==> src/rtl/decode_stage_if.sv <==
// Fetch-side and execute-side handshake bundle of the decode stage.
interface decode_stage_if;
  logic        in_valid;
  logic        in_ready;
  logic [31:0] in_instr;
  logic [31:0] in_pc;
  logic        flush;
  logic        out_valid;
  logic        out_ready;
  logic [31:0] out_pc;
  logic [5:0]  out_op;
  logic [5:0]  out_funct;
  logic [31:0] out_a;
  logic [31:0] out_b;
  logic [31:0] out_imm;
  logic [4:0]  out_dst;
  logic        out_reg_we;
  logic        out_mem_rd;
  logic        out_mem_wr;

  modport master (
    output in_valid, in_instr, in_pc, flush, out_ready,
    input  in_ready, out_valid, out_pc, out_op, out_funct, out_a, out_b,
           out_imm, out_dst, out_reg_we, out_mem_rd, out_mem_wr
  );

  modport slave (
    input  in_valid, in_instr, in_pc, flush, out_ready,
    output in_ready, out_valid, out_pc, out_op, out_funct, out_a, out_b,
           out_imm, out_dst, out_reg_we, out_mem_rd, out_mem_wr
  );
endinterface

==> src/rtl/decode_stage.sv <==
// MIPS-style decode stage: field decode, 32-bit register scoreboard, one-entry output register.
// Optional writeback bypass of source operands when DECODE_WB_BYPASS_EN is defined.
module decode_stage (
  input  logic          clk,
  input  logic          rst_n,
  decode_stage_if.slave bus,
  output logic [4:0]    rf_rs,
  output logic [4:0]    rf_rt,
  input  logic [31:0]   rf_rd1,
  input  logic [31:0]   rf_rd2,
  input  logic          wb_we,
  input  logic [4:0]    wb_rd,
  input  logic [31:0]   wb_wd
);

  typedef enum logic [5:0] {
    OP_RTYPE = 6'h00,
    OP_BEQ   = 6'h04,
    OP_BNE   = 6'h05,
    OP_ADDI  = 6'h08,
    OP_ADDIU = 6'h09,
    OP_SLTI  = 6'h0A,
    OP_ANDI  = 6'h0C,
    OP_ORI   = 6'h0D,
    OP_LUI   = 6'h0F,
    OP_LW    = 6'h23,
    OP_SW    = 6'h2B
  } opcode_e;

  logic [5:0]  op;
  logic [4:0]  rs, rt, rd;
  logic [4:0]  dst;
  logic        we_raw, we, use_rs, use_rt, mem_rd, mem_wr;
  logic [31:0] imm;
  logic        byp_rs, byp_rt;
  logic        hz, in_ready_c, accept;
  logic [31:0] opa, opb;
  logic [31:0] sb, sb_next;

  assign op    = bus.in_instr[31:26];
  assign rs    = bus.in_instr[25:21];
  assign rt    = bus.in_instr[20:16];
  assign rd    = bus.in_instr[15:11];
  assign rf_rs = rs;
  assign rf_rt = rt;

  always_comb begin
    dst    = '0;
    we_raw = 1'b0;
    use_rs = 1'b0;
    use_rt = 1'b0;
    mem_rd = 1'b0;
    mem_wr = 1'b0;
    imm    = {{16{bus.in_instr[15]}}, bus.in_instr[15:0]};
    case (op)
      OP_RTYPE: begin
        dst = rd; we_raw = 1'b1; use_rs = 1'b1; use_rt = 1'b1;
      end
      OP_ADDI, OP_ADDIU, OP_SLTI: begin
        dst = rt; we_raw = 1'b1; use_rs = 1'b1;
      end
      OP_ANDI, OP_ORI: begin
        dst = rt; we_raw = 1'b1; use_rs = 1'b1;
        imm = {16'h0000, bus.in_instr[15:0]};
      end
      OP_LUI: begin
        dst = rt; we_raw = 1'b1;
        imm = {bus.in_instr[15:0], 16'h0000};
      end
      OP_LW: begin
        dst = rt; we_raw = 1'b1; mem_rd = 1'b1; use_rs = 1'b1;
      end
      OP_SW: begin
        mem_wr = 1'b1; use_rs = 1'b1; use_rt = 1'b1;
      end
      OP_BEQ, OP_BNE: begin
        use_rs = 1'b1; use_rt = 1'b1;
      end
      default: ;
    endcase
    we = we_raw && (dst != 5'd0);
  end

  always_comb begin
    byp_rs = 1'b0;
    byp_rt = 1'b0;
`ifdef DECODE_WB_BYPASS_EN
    byp_rs = wb_we && (wb_rd != 5'd0) && (wb_rd == rs);
    byp_rt = wb_we && (wb_rd != 5'd0) && (wb_rd == rt);
`endif
  end

  // sb[0] is never set, so register 0 can never raise a hazard.
  assign hz = (use_rs && sb[rs] && !byp_rs) ||
              (use_rt && sb[rt] && !byp_rt) ||
              (we && sb[dst]);

  assign in_ready_c   = !bus.flush && !hz && (!bus.out_valid || bus.out_ready);
  assign bus.in_ready = in_ready_c;
  assign accept       = bus.in_valid && in_ready_c;

  assign opa = (rs == 5'd0) ? '0 : (byp_rs ? wb_wd : rf_rd1);
  assign opb = (rt == 5'd0) ? '0 : (byp_rt ? wb_wd : rf_rd2);

  // Set is applied after the clears so a same-cycle set on the cleared bit wins.
  always_comb begin
    sb_next = sb;
    if (wb_we)
      sb_next[wb_rd] = 1'b0;
    if (bus.flush && bus.out_valid && bus.out_reg_we)
      sb_next[bus.out_dst] = 1'b0;
    if (accept && we)
      sb_next[dst] = 1'b1;
    sb_next[0] = 1'b0;
  end

  always_ff @(posedge clk or negedge rst_n) begin
    if (!rst_n) begin
      sb             <= '0;
      bus.out_valid  <= 1'b0;
      bus.out_pc     <= '0;
      bus.out_op     <= '0;
      bus.out_funct  <= '0;
      bus.out_a      <= '0;
      bus.out_b      <= '0;
      bus.out_imm    <= '0;
      bus.out_dst    <= '0;
      bus.out_reg_we <= 1'b0;
      bus.out_mem_rd <= 1'b0;
      bus.out_mem_wr <= 1'b0;
    end else begin
      sb <= sb_next;
      if (accept) begin
        bus.out_valid  <= 1'b1;
        bus.out_pc     <= bus.in_pc;
        bus.out_op     <= op;
        bus.out_funct  <= bus.in_instr[5:0];
        bus.out_a      <= opa;
        bus.out_b      <= opb;
        bus.out_imm    <= imm;
        bus.out_dst    <= dst;
        bus.out_reg_we <= we;
        bus.out_mem_rd <= mem_rd;
        bus.out_mem_wr <= mem_wr;
      end else if (bus.flush || bus.out_ready) begin
        bus.out_valid <= 1'b0;
      end
    end
  end

endmodule

==> src/flat_wrapper.sv <==
// flat-port wrapper written by rule: the top's interface ports become plain ports
module decode_stage_flat 
  (clk, rst_n, rf_rs, rf_rt, rf_rd1, rf_rd2, wb_we, wb_rd, wb_wd, bus_in_valid, bus_in_instr, bus_in_pc, bus_flush, bus_out_ready, bus_in_ready, bus_out_valid, bus_out_pc, bus_out_op, bus_out_funct, bus_out_a, bus_out_b, bus_out_imm, bus_out_dst, bus_out_reg_we, bus_out_mem_rd, bus_out_mem_wr);
  decode_stage_if bus_i ();
  input  logic clk;
  input  logic rst_n;
  output logic [4:0] rf_rs;
  output logic [4:0] rf_rt;
  input  logic [31:0] rf_rd1;
  input  logic [31:0] rf_rd2;
  input  logic wb_we;
  input  logic [4:0] wb_rd;
  input  logic [31:0] wb_wd;
  input wire logic [$bits(bus_i.in_valid)-1:0] bus_in_valid;
  input wire logic [$bits(bus_i.in_instr)-1:0] bus_in_instr;
  input wire logic [$bits(bus_i.in_pc)-1:0] bus_in_pc;
  input wire logic [$bits(bus_i.flush)-1:0] bus_flush;
  input wire logic [$bits(bus_i.out_ready)-1:0] bus_out_ready;
  output wire logic [$bits(bus_i.in_ready)-1:0] bus_in_ready;
  output wire logic [$bits(bus_i.out_valid)-1:0] bus_out_valid;
  output wire logic [$bits(bus_i.out_pc)-1:0] bus_out_pc;
  output wire logic [$bits(bus_i.out_op)-1:0] bus_out_op;
  output wire logic [$bits(bus_i.out_funct)-1:0] bus_out_funct;
  output wire logic [$bits(bus_i.out_a)-1:0] bus_out_a;
  output wire logic [$bits(bus_i.out_b)-1:0] bus_out_b;
  output wire logic [$bits(bus_i.out_imm)-1:0] bus_out_imm;
  output wire logic [$bits(bus_i.out_dst)-1:0] bus_out_dst;
  output wire logic [$bits(bus_i.out_reg_we)-1:0] bus_out_reg_we;
  output wire logic [$bits(bus_i.out_mem_rd)-1:0] bus_out_mem_rd;
  output wire logic [$bits(bus_i.out_mem_wr)-1:0] bus_out_mem_wr;
  assign bus_i.in_valid = bus_in_valid;
  assign bus_i.in_instr = bus_in_instr;
  assign bus_i.in_pc = bus_in_pc;
  assign bus_i.flush = bus_flush;
  assign bus_i.out_ready = bus_out_ready;
  assign bus_in_ready = bus_i.in_ready;
  assign bus_out_valid = bus_i.out_valid;
  assign bus_out_pc = bus_i.out_pc;
  assign bus_out_op = bus_i.out_op;
  assign bus_out_funct = bus_i.out_funct;
  assign bus_out_a = bus_i.out_a;
  assign bus_out_b = bus_i.out_b;
  assign bus_out_imm = bus_i.out_imm;
  assign bus_out_dst = bus_i.out_dst;
  assign bus_out_reg_we = bus_i.out_reg_we;
  assign bus_out_mem_rd = bus_i.out_mem_rd;
  assign bus_out_mem_wr = bus_i.out_mem_wr;
  decode_stage u_core (.clk(clk), .rst_n(rst_n), .bus(bus_i), .rf_rs(rf_rs), .rf_rt(rf_rt), .rf_rd1(rf_rd1), .rf_rd2(rf_rd2), .wb_we(wb_we), .wb_rd(wb_rd), .wb_wd(wb_wd));
endmodule
==> config.mk <==
export PLATFORM = sky130hd
export DESIGN_NAME = decode_stage_flat
export DESIGN_NICKNAME = d
export VERILOG_FILES = /design/src/rtl/decode_stage_if.sv /design/src/rtl/decode_stage.sv /design/src/flat_wrapper.sv
export SDC_FILE = /design/constraint.sdc
export NUM_CORES = 1
export LEC_CHECK = 0
export ABC_AREA = 0
export CAP_MARGIN = 5
export CORE_MARGIN = 4
export CORE_UTILIZATION = 46
export CTS_CLUSTER_SIZE = 12
export DETAILED_ROUTE_END_ITERATION = 6
export PLACE_DENSITY = 0.82
export SLEW_MARGIN = 20
export SYNTH_ARGS = -nofsm -noshare
export SYNTH_HDL_FRONTEND = slang
export SYNTH_SLANG_ARGS = --single-unit
==> constraint.sdc <==
create_clock -name clk -period 5.4 [get_ports clk]
set_input_delay 1.35 -clock clk [delete_from_list [all_inputs] [get_ports clk]]
set_output_delay 1.35 -clock clk [all_outputs]
set_load 0.05 [all_outputs]
==> results of run 1 <==
## metrics by stage
| stage | total power, W | std cells | hold WS (ns) | TNS (ns) |
|---|---|---|---|---|
| after CTS | 0.00511 | 1427 | 0.510 | 0 |
| final | 0.00508 | 1429 | 0.505 | 0 |
| after floorplan | 0.00307 | 828 | 0.538 | 0 |
| after global placement | 0.00383 | 1390 | 0.485 | -0.127 |
| after detailed placement | 0.00388 | 1390 | 0.492 | -0.160 |
| after global routing | 0.00528 | 1429 | 0.520 | -0.0412 |
## logic make-up after synthesis
logic type             Yosys count
multiplexers                   172
flip-flops                     180
buffers and inverters          157
AND/OR/NAND/NOR                194
AO/OA/AOI/OAI                  125
## metal layers
layer / routed length [um] / track usage, % / up-vias
met5: 0 / 0 / -
met4: 938 / 8.74 / 0
met3: 3490 / 9.63 / 94
met2: 13200 / 40.8 / 470
met1: 10700 / 30.4 / 3814
li1: - / - / 3546
## power groups by stage
| stage | clock, W | sequential, W | combinational, W |
|---|---|---|---|
| after floorplan | 0 | 0.00264 | 0.000427 |
| after global placement | 0 | 0.00176 | 0.00207 |
| after detailed placement | 0 | 0.00178 | 0.00210 |
| after CTS | 0.00124 | 0.00175 | 0.00212 |
| after global routing | 0.00130 | 0.00178 | 0.00221 |
| final | 0.00122 | 0.00176 | 0.00211 |
## state kept, by name, indices dropped and copies added, names as in the netlist
signal / flops
u_core.bus.out_a: 32
u_core.bus.out_b: 32
u_core.bus.out_imm: 32
u_core.bus.out_pc: 32
u_core.sb: 31
u_core.bus.out_funct: 6
u_core.bus.out_op: 6
u_core.bus.out_dst: 5
u_core.bus.out_mem_rd: 1
u_core.bus.out_mem_wr: 1
u_core.bus.out_reg_we: 1
u_core.bus.out_valid: 1
## repair_timing
item	CTS	global route
gates resized for setup	11	8
pin swaps	5	2
buffers inserted	4	0
endpoints found under the setup margin	1	1
hold endpoints to repair	0	0
cloned	2	1
## worst max-delay path, cell delays in order
cell             delay, ns
clkdlybuf4s50_1       0.53
buf_12                0.18
mux4_2                0.51
mux4_2                0.48
mux2_2                0.31
a311oi_2              0.31
and2_4                0.21
buf_12                0.13
## layout by cell type, fill, tap and decap left out, types with 15 or more instances in the layout
| cell type | count |
|---|---|
| a21oi_1 | 25 |
| buf_4 | 51 |
| clkbuf_16 | 18 |
| clkdlybuf4s50_1 | 291 |
| dfrtp_1 | 180 |
| inv_1 | 99 |
| mux2_2 | 58 |
| mux2i_1 | 99 |
| mux4_2 | 15 |
| nand2_1 | 119 |
| o221ai_1 | 31 |
| o31ai_1 | 28 |
## how the worst max path moves through the flow
stage,end,slack (ns),cells past startpoint
finish,bus_in_ready,0.03,8
global route,bus_in_ready,-0.04,8
CTS,bus_in_ready,0.003,11
detailed placement,bus_in_ready,-0.16,10
global placement,bus_in_ready,-0.13,10
floorplan,bus_in_ready,0.53,10
## layout make-up
| class | instances | area share [%] |
|---|---|---|
| inverters | 99 | 2.78 |
| clock buffers | 17 | 3.18 |
| repair buffers | 361 | 27.2 |
| clock inverters | 14 | 1.07 |
| flip-flops and latches | 180 | 33.7 |
| multi-input cells | 493 | 29.6 |
| well taps | 265 | 2.48 |
==> run_results.csv, run 1 <==
group,metric,value,unit
worst_setup_path,timing.rr.end,"u_core.sb[5]",
synth,seq_area_frac_synth,48.9,%
global_route,grt_pass1_vias,8167,
synth,synth_seq_cells,180,
synth,synth_flop_cell,"dfrtp_1",
power_and_ir_drop,p_leak,6.47,nW
worst_setup_path,cp.arrival,4.02,ns
worst_setup_path,required,4.05,ns
floorplanning,rows,51,
worst_setup_path,r2r_cells,11,
worst_setup_path,reg2reg_from,"u_core.sb[27]",
clocking,cts-root-buf,"clkbuf_16",
synth,synthTopCellsByArea,"dfrtp_1 49%, mux2i_1 11%, mux2_2 7.1%",
timing,fin_worst_skew,0.0126,ns
synth,synth_top_family_by_area,"multiplexers",
placement,dp_hpwl,20400,um
global_route,grt_max_degree,108,
placement,dpl-instance-area,12600,um2
hold_path,hold_path_depth,1,
routing,drc,0,
global_route,antenna_found_initial,0,
synth,ys_types,56,
global_route,grt_pass1_wl,43800,um
layout,multi_input_area,3950,um2
placement,portBuffers,298,
synth,synth_top_area_share,48.9,%
synth,synth_xor_area_share,0,%
hold_path,min_from,"u_core.bus.out_pc[23]",
floorplanning,pin_count,331,
power_and_ir_drop,power.share.clock,23.9,%
synth,synth_largest_area_cell,"dfrtp_1",
routing,drt.antenna.violating_nets,0,
clocking,clk_latency,0.43,ns
layout,area_growth_syn_to_layout,44.9,%
floorplanning,initial_core_util,47.1,%
worst_setup_path,worstPathMaxFanout,14,
worst_setup_path,worstSetupStartpointType,"input pin",
timing,relSlewSlack,33.2,%
routing,routed_via_density,5.55,
clocking,path_clk_slew,0.07,ns
layout,fin_area,13400,um2
synth,post_synth_most_frequent_cells,"180 x dfrtp_1, 120 x nand2_1, 99 x inv_1, 99 x mux2i_1, 58 x mux2_2",
timing,fin_ws,0.0316,ns
flow_run,maxCapViolCount,0,
layout,num_antenna_cells,0,
routing,vias,7924,
power_and_ir_drop,switchingPower,0.00210,W
synth,synthCells,828,
run_status,status,"completed",
synth,yosys_warnings,0,
routing,postRouteWirelength,28400,um
floorplanning,dieArea,22400,um2
synth,yosys.area_share.simple,10.3,%
timing,period_minus_slack,5.37,ns
layout,fin_nets,1323,
timing,slew_viol_final,0,
clocking,clkSinkCount,180,
timing,min_period_over_period,99.4,%
layout,seqCellArea,4500,um2
worst_setup_path,regToRegSetupSlack,2.15,ns
power_and_ir_drop,seqPwrFrac,34.6,%
power_and_ir_drop,peakVddDrop,0.236,mV
clocking,htreeDepth,4,
power_and_ir_drop,p_sw_share,41.3,%
power_and_ir_drop,power.internal,0.00298,W
synth,synth_compound_area_share,10.0,%
floorplanning,die_w,150,um
hold_path,whs_endpoint,"u_core.bus.out_pc[23]",
synth,syn_nets,999,
clocking,ctsHoldBuffers,0,
layout,filler_cell_count,1469,
power_and_ir_drop,comb_power_share,41.5,%
timing,setup_viol,0,
clocking,cts_max_path_buffers,2,
floorplanning,coreArea,19600,um2
synth,yosysMostFrequentCell,"dfrtp_1",
synth,synth.avg_cell_area,11.1,um2
synth,synth_fa_ha_area_share,0,%
timing,timing.fmax,0.186,GHz
routing,drtIter0Drc,747,
global_route,grt-ovfl-total,0,
routing,avgRoutedWirePerCell,19.9,um
placement,gp_congestion,0.955,
global_route,grt_usage,25.0,%
floorplanning,die_y,150,um
worst_setup_path,cp-end-kind,"primary output",
timing,hold_viol_final,0,
worst_setup_path,critical_path_class,"input pin to primary output",
clocking,cts_tree,"done",
synth,synth_edf_count,0,
placement,pre_cts_ws,-0.160,ns
synth,syn_area,9220,um2
hold_path,holdCritPathClass,"flop to flop",
worst_setup_path,critPathLaunch,"bus_in_instr[16]",
synth,yosys-mux-area-fraction,21.5,%
power_and_ir_drop,power_density,380,nW/um2
synth,async_flop_share,100,%
clocking,cts_made_buffers,17,
timing,tightest_slew,0.996,ns
routing,first_pass_iters,6,
layout,drive_above_1_share,17.4,%
layout,postLayoutCoreUtil,68.2,%
Note: power is estimated with default switching activity, not from simulation.
==> inputs of run 2 (changes only) <==
--- a/config.mk
+++ b/config.mk
@@ -8,10 +8,10 @@
 export ABC_AREA = 0
 export CAP_MARGIN = 5
 export CORE_MARGIN = 4
-export CORE_UTILIZATION = 46
+export CORE_UTILIZATION = 49
 export CTS_CLUSTER_SIZE = 12
 export DETAILED_ROUTE_END_ITERATION = 6
-export PLACE_DENSITY = 0.82
+export PLACE_DENSITY_LB_ADDON = 0.12
 export SLEW_MARGIN = 20
 export SYNTH_ARGS = -nofsm -noshare
 export SYNTH_HDL_FRONTEND = slang
==> constraint.sdc (replaced) <==
create_clock -name clk -period 6.3 [get_ports clk]
set_input_delay 1.575 -clock clk [delete_from_list [all_inputs] [get_ports clk]]
set_output_delay 1.575 -clock clk [all_outputs]
set_load 0.05 [all_outputs]
==> run_results.csv, run 2 (same netlist as run 1, synthesis figures left out) <==
group,metric,value,unit
routing,drc,0,
power_and_ir_drop,power,0.00435,W
timing,min_period_over_period,97.4,%
layout,final_cell_mix,"296 x clkdlybuf4s50_1, 180 x dfrtp_1, 120 x nand2_1",
worst_setup_path,cp.arrival,4.56,ns
timing,setup_viol,0,
routing,drtIter0Drc,573,
routing,routed_via_density,5.57,
power_and_ir_drop,peakVddDrop,0.203,mV
floorplanning,die_y,145,um
global_route,grt_max_degree,85,
routing,first_pass_iters,5,
clocking,post-cts-setup-buffers,0,
placement,gp_congestion,0.904,
timing,hold_viol_final,0,
power_and_ir_drop,power_density,339,nW/um2
layout,layout_commonest_cell,"clkdlybuf4s50_1",
clocking,htreeDepth,4,
worst_setup_path,required,4.72,ns
layout,fin_area,12800,um2
floorplanning,rows,49,
placement,dpl-instance-area,12200,um2
timing,relSlewSlack,46.7,%
floorplanning,die_w,145,um
global_route,antenna_found_initial,0,
global_route,grt_pass1_vias,7729,
timing,fin_worst_skew,0.0144,ns
run_status,status,"completed",
clocking,cts_max_path_buffers,2,
hold_path,holdCritPathClass,"flop to flop",
layout,postLayoutCoreUtil,70.5,%
timing,period_minus_slack,6.14,ns
global_route,grt-ovfl-total,0,
floorplanning,initial_core_util,50.6,%
timing,rsz0062_at_grt,"false",
timing,tns,0,ns
timing,timing.fmax,0.163,GHz
layout,num_antenna_cells,0,
layout,area_growth_syn_to_layout,39.3,%
placement,portBuffers,298,
floorplanning,dieArea,21100,um2
worst_setup_path,worstPathMaxFanout,15,
global_route,grt_usage,25.5,%
power_and_ir_drop,p_leak,6.19,nW
timing,tightest_slew,0.799,ns
floorplanning,coreArea,18200,um2
placement,dp_hpwl,19500,um
clocking,clk_latency,0.44,ns
global_route,grt_pass1_wl,43100,um
clocking,cts-root-buf,"clkbuf_16",
clocking,path_clk_slew,0.07,ns
routing,postRouteWirelength,27200,um
timing,slew_viol_final,0,
routing,drt.antenna.violating_nets,0,
worst_setup_path,worstSetupStartpointType,"input pin",
layout,drive_above_1_share,13.4,%
layout,fin_nets,1281,
routing,vias,7525,
routing,avgRoutedWirePerCell,20.1,um
floorplanning,pin_count,331,
clocking,ctsHoldBuffers,0,
worst_setup_path,critical_path_class,"input pin to primary output",
worst_setup_path,cp-end-kind,"primary output",
layout,filler_cell_count,1354,
flow_run,maxCapViolCount,0,
clocking,clkSinkCount,180,
clocking,cts_made_buffers,17,
clocking,cts_tree,"done",
-- run 2: changes by cell type in the layout (fill, tap and decap cells not counted), moves of 3 or more --
cell	change
buf_4	-31
buf_12	-7
clkdlybuf4s50_1	+5
dlymetal6s2s_1	-3
-- run 2: power by group --
part | total, W | switching [W] | internal [W]
clock network | 0.00108 | 0.000510 | 0.000567
logic | 0.00177 | 0.00114 | 0.000628
registers | 0.00150 | 0.000129 | 0.00137
total | 0.00435 | 0.00178 | 0.00257
-- run 2: routing by layer --
metal	track usage [%]	vias up	routed length, um
li1	-	3457	-
met1	32.1	3649	10900
met2	41.3	371	13000
met3	9.32	48	2700
met4	8.17	0	659
met5	0	-	0
-- run 2: layout make-up --
cell class              instances  area (um2)  share of cell area (%)
flip-flops and latches        180        4500                    35.1
multi-input cells             491        3880                    30.2
clock buffers                  18         429                    3.34
repair buffers                321        3200                    24.9
well taps                     229         287                    2.23
inverters                      99         372                    2.89
clock inverters                14         165                    1.29
-- run 2: through the flow --
stage,hold slack [ns],setup slack (ns),cells
5_1_grt,0.509,0.0167,1352
3_5_place_dp,0.491,0.0807,1320
6_report,0.507,0.163,1352
4_1_cts,0.507,0.0730,1352
3_3_place_gp,0.486,0.113,1320
2_1_floorplan,0.538,0.977,828
-- run 2: worst max-delay path: stages --
cell             delay [ns]
clkdlybuf4s50_1        0.70
and4bb_1               0.30
o211ai_1               0.25
and3b_2                0.42
a21oi_1                0.07
a32oi_1                0.20
o22ai_1                0.09
or4_4                  0.58
and2_1                 0.21
buf_12                 0.15
-- run 2: worst paths after layout --
check	start	endpoint	slack [ns]	cells past startpoint
min reg2reg	u_core.bus.out_pc[31]	u_core.bus.out_pc[31]	0.51	1
max reg2reg	u_core.sb[27]	u_core.bus.out_pc[12]	2.94	9
min in group asynchronous	rst_n	u_core.sb[10]	1.18	1
max in group asynchronous	rst_n	u_core.bus.out_pc[5]	3.92	2
min	u_core.bus.out_pc[31]	u_core.bus.out_pc[31]	0.51	1
max	bus_in_instr[28]	bus_in_ready	0.16	10
-- run 2: repair_timing --
item	CTS	global route
endpoints found under the setup margin	0	1
endpoints found under the hold margin	0	0
resized for setup	0	4
==> patch (settings of run 1) <==
Build with the macro `DECODE_WB_BYPASS_EN` defined.
--- a/src/rtl/decode_stage.sv
+++ b/src/rtl/decode_stage.sv
@@ -1,5 +1,7 @@
 // MIPS-style decode stage: field decode, 32-bit register scoreboard, one-entry output register.
 // Optional writeback bypass of source operands when DECODE_WB_BYPASS_EN is defined.
+`define DECODE_WB_BYPASS_EN
+
 module decode_stage (
   input  logic          clk,
   input  logic          rst_n,
Function: changed (a bounded check fails within 4 cycles, from zero or initial values and one cycle with rst_n low).
==> patch against run 1 <==
Critical path depth up 2. Synthesized area increased by 7.1%. Design area rose by 10%. Utilization up 1.5 points. Synthesized cell count rose by 7.1%. Wire length grew 24%. Worst setup slack improved by 0.041 ns. Sequential cell count is the same. Total power grew 0.62%. Clock skew hardly changed. Critical path type unchanged.
==> patch: results (changes against run 1) <==
detailedRoute.firstIterationViolations: 649  # -13%
power.combinational.fraction: 0.413  # -0.002
regToRegSetupSlack_ns: 1.64  # -0.51 ns
final_cell_area_um2: 14700  # +10%
min_from: "u_core.bus.out_b[25]"
grtUsageTotal: 0.286  # +0.0364
yosys.cell_types.count: 53  # -5.4%
post-dp-hpwl_um: 25700  # +26%
max-slew-margin-rel: 0.359  # +0.0262
drt-pass1-iter-count: 5  # -1
grt_use_met2: 0.461  # +0.0525
p_leak_uw: 0.00619  # -4.4%
dp_slack_ns: -0.211  # -0.0509 ns
placement.io_buffers: 330  # +11%
via_cell_ratio: 5.68  # +2.5%
postSynth.asyncResetShare: 1.00  # unchanged
netlist_top_cells_area: "sky130_fd_sc_hd__dfrtp_1, sky130_fd_sc_hd__mux2i_1, sky130_fd_sc_hd__mux2_2"
share_of_post_route_cells_with_drive_strength_above_1: 0.220  # +0.0467
cts.repair_timing.setup_buffer_count: 1  # -3
placed_area_um2: 13800  # +9.5%
critical_path.reg2reg.startpoint: "u_core.sb[31]"
grt_start_max_net_pins: 112  # +3.7%
timing.critical_path.from: "bus_in_instr[26]"
gp_routability_congestion: 1.01  # +5.8%
p_int_uw: 3070  # +3.1%
grt_pass1_vias: 9095  # +11%
routed_wl_um: 35300  # +24%
synth_commonest_cells: "sky130_fd_sc_hd__dfrtp_1, sky130_fd_sc_hd__mux2i_1, sky130_fd_sc_hd__mux2_2"
peakVddDrop_v: 0.000258  # +9.4%
clockNetworkPower_uw: 1260  # +3%
grt_pass1_wl_um: 53000  # +21%
numCtsBuffers: 17  # unchanged
route.layer.met1.wl_um: 13500  # +25%
worst-endpoint-arrival_ns: 3.98  # -0.04 ns
wl_met2_um: 16800  # +27%
regToRegEndpoint: "u_core.bus.out_a[6]"
cpPeakStageDelay_ns: 0.50  # -0.03 ns
fin_crit_ns: 5.33  # -0.0410 ns
outcome: "complete, no violations"
worstPathMaxFanout: 7  # -7
grt_use_met3: 0.103  # +0.00638
path_delay_family: "compound AO/OA/AOI/OAI gates"
groute.layer.met1.usage: 0.356  # +0.0517
syn-num-nets: 1058  # +5.9%
[patch: logic make-up after synthesis]
family,after synthesis,share of synthesized area
mux,235,0.276
compound gates,167,0.112
buf+inv,115,0.0601
flops,180,0.456
simple gates,180,0.0874
xor+xnor,10,0.00887
[patch: area by class of cell]
type / instances / area share
Timing Repair Buffer: 417 / 0.281
Antenna cell: 1 / 0.000170
Inverter: 42 / 0.0107
Clock inverter: 13 / 0.0100
Multi-Input combinational cell: 592 / 0.339
Tap cell: 275 / 0.0234
Clock buffer: 18 / 0.0292
Sequential cell: 180 / 0.306
[patch: through the flow]
| stage | cells | hold slack, ns | power [uW] | setup TNS, ns |
|---|---|---|---|---|
| after global routing | 1538 | 0.500 | 5300 | -0.0656 |
| after CTS | 1530 | 0.489 | 5130 | 0 |
| after detailed placement | 1496 | 0.474 | 3850 | -0.211 |
| after global placement | 1496 | 0.466 | 3820 | -0.186 |
| final | 1538 | 0.485 | 5110 | 0 |
| after floorplan | 887 | 0.650 | 3000 | 0 |
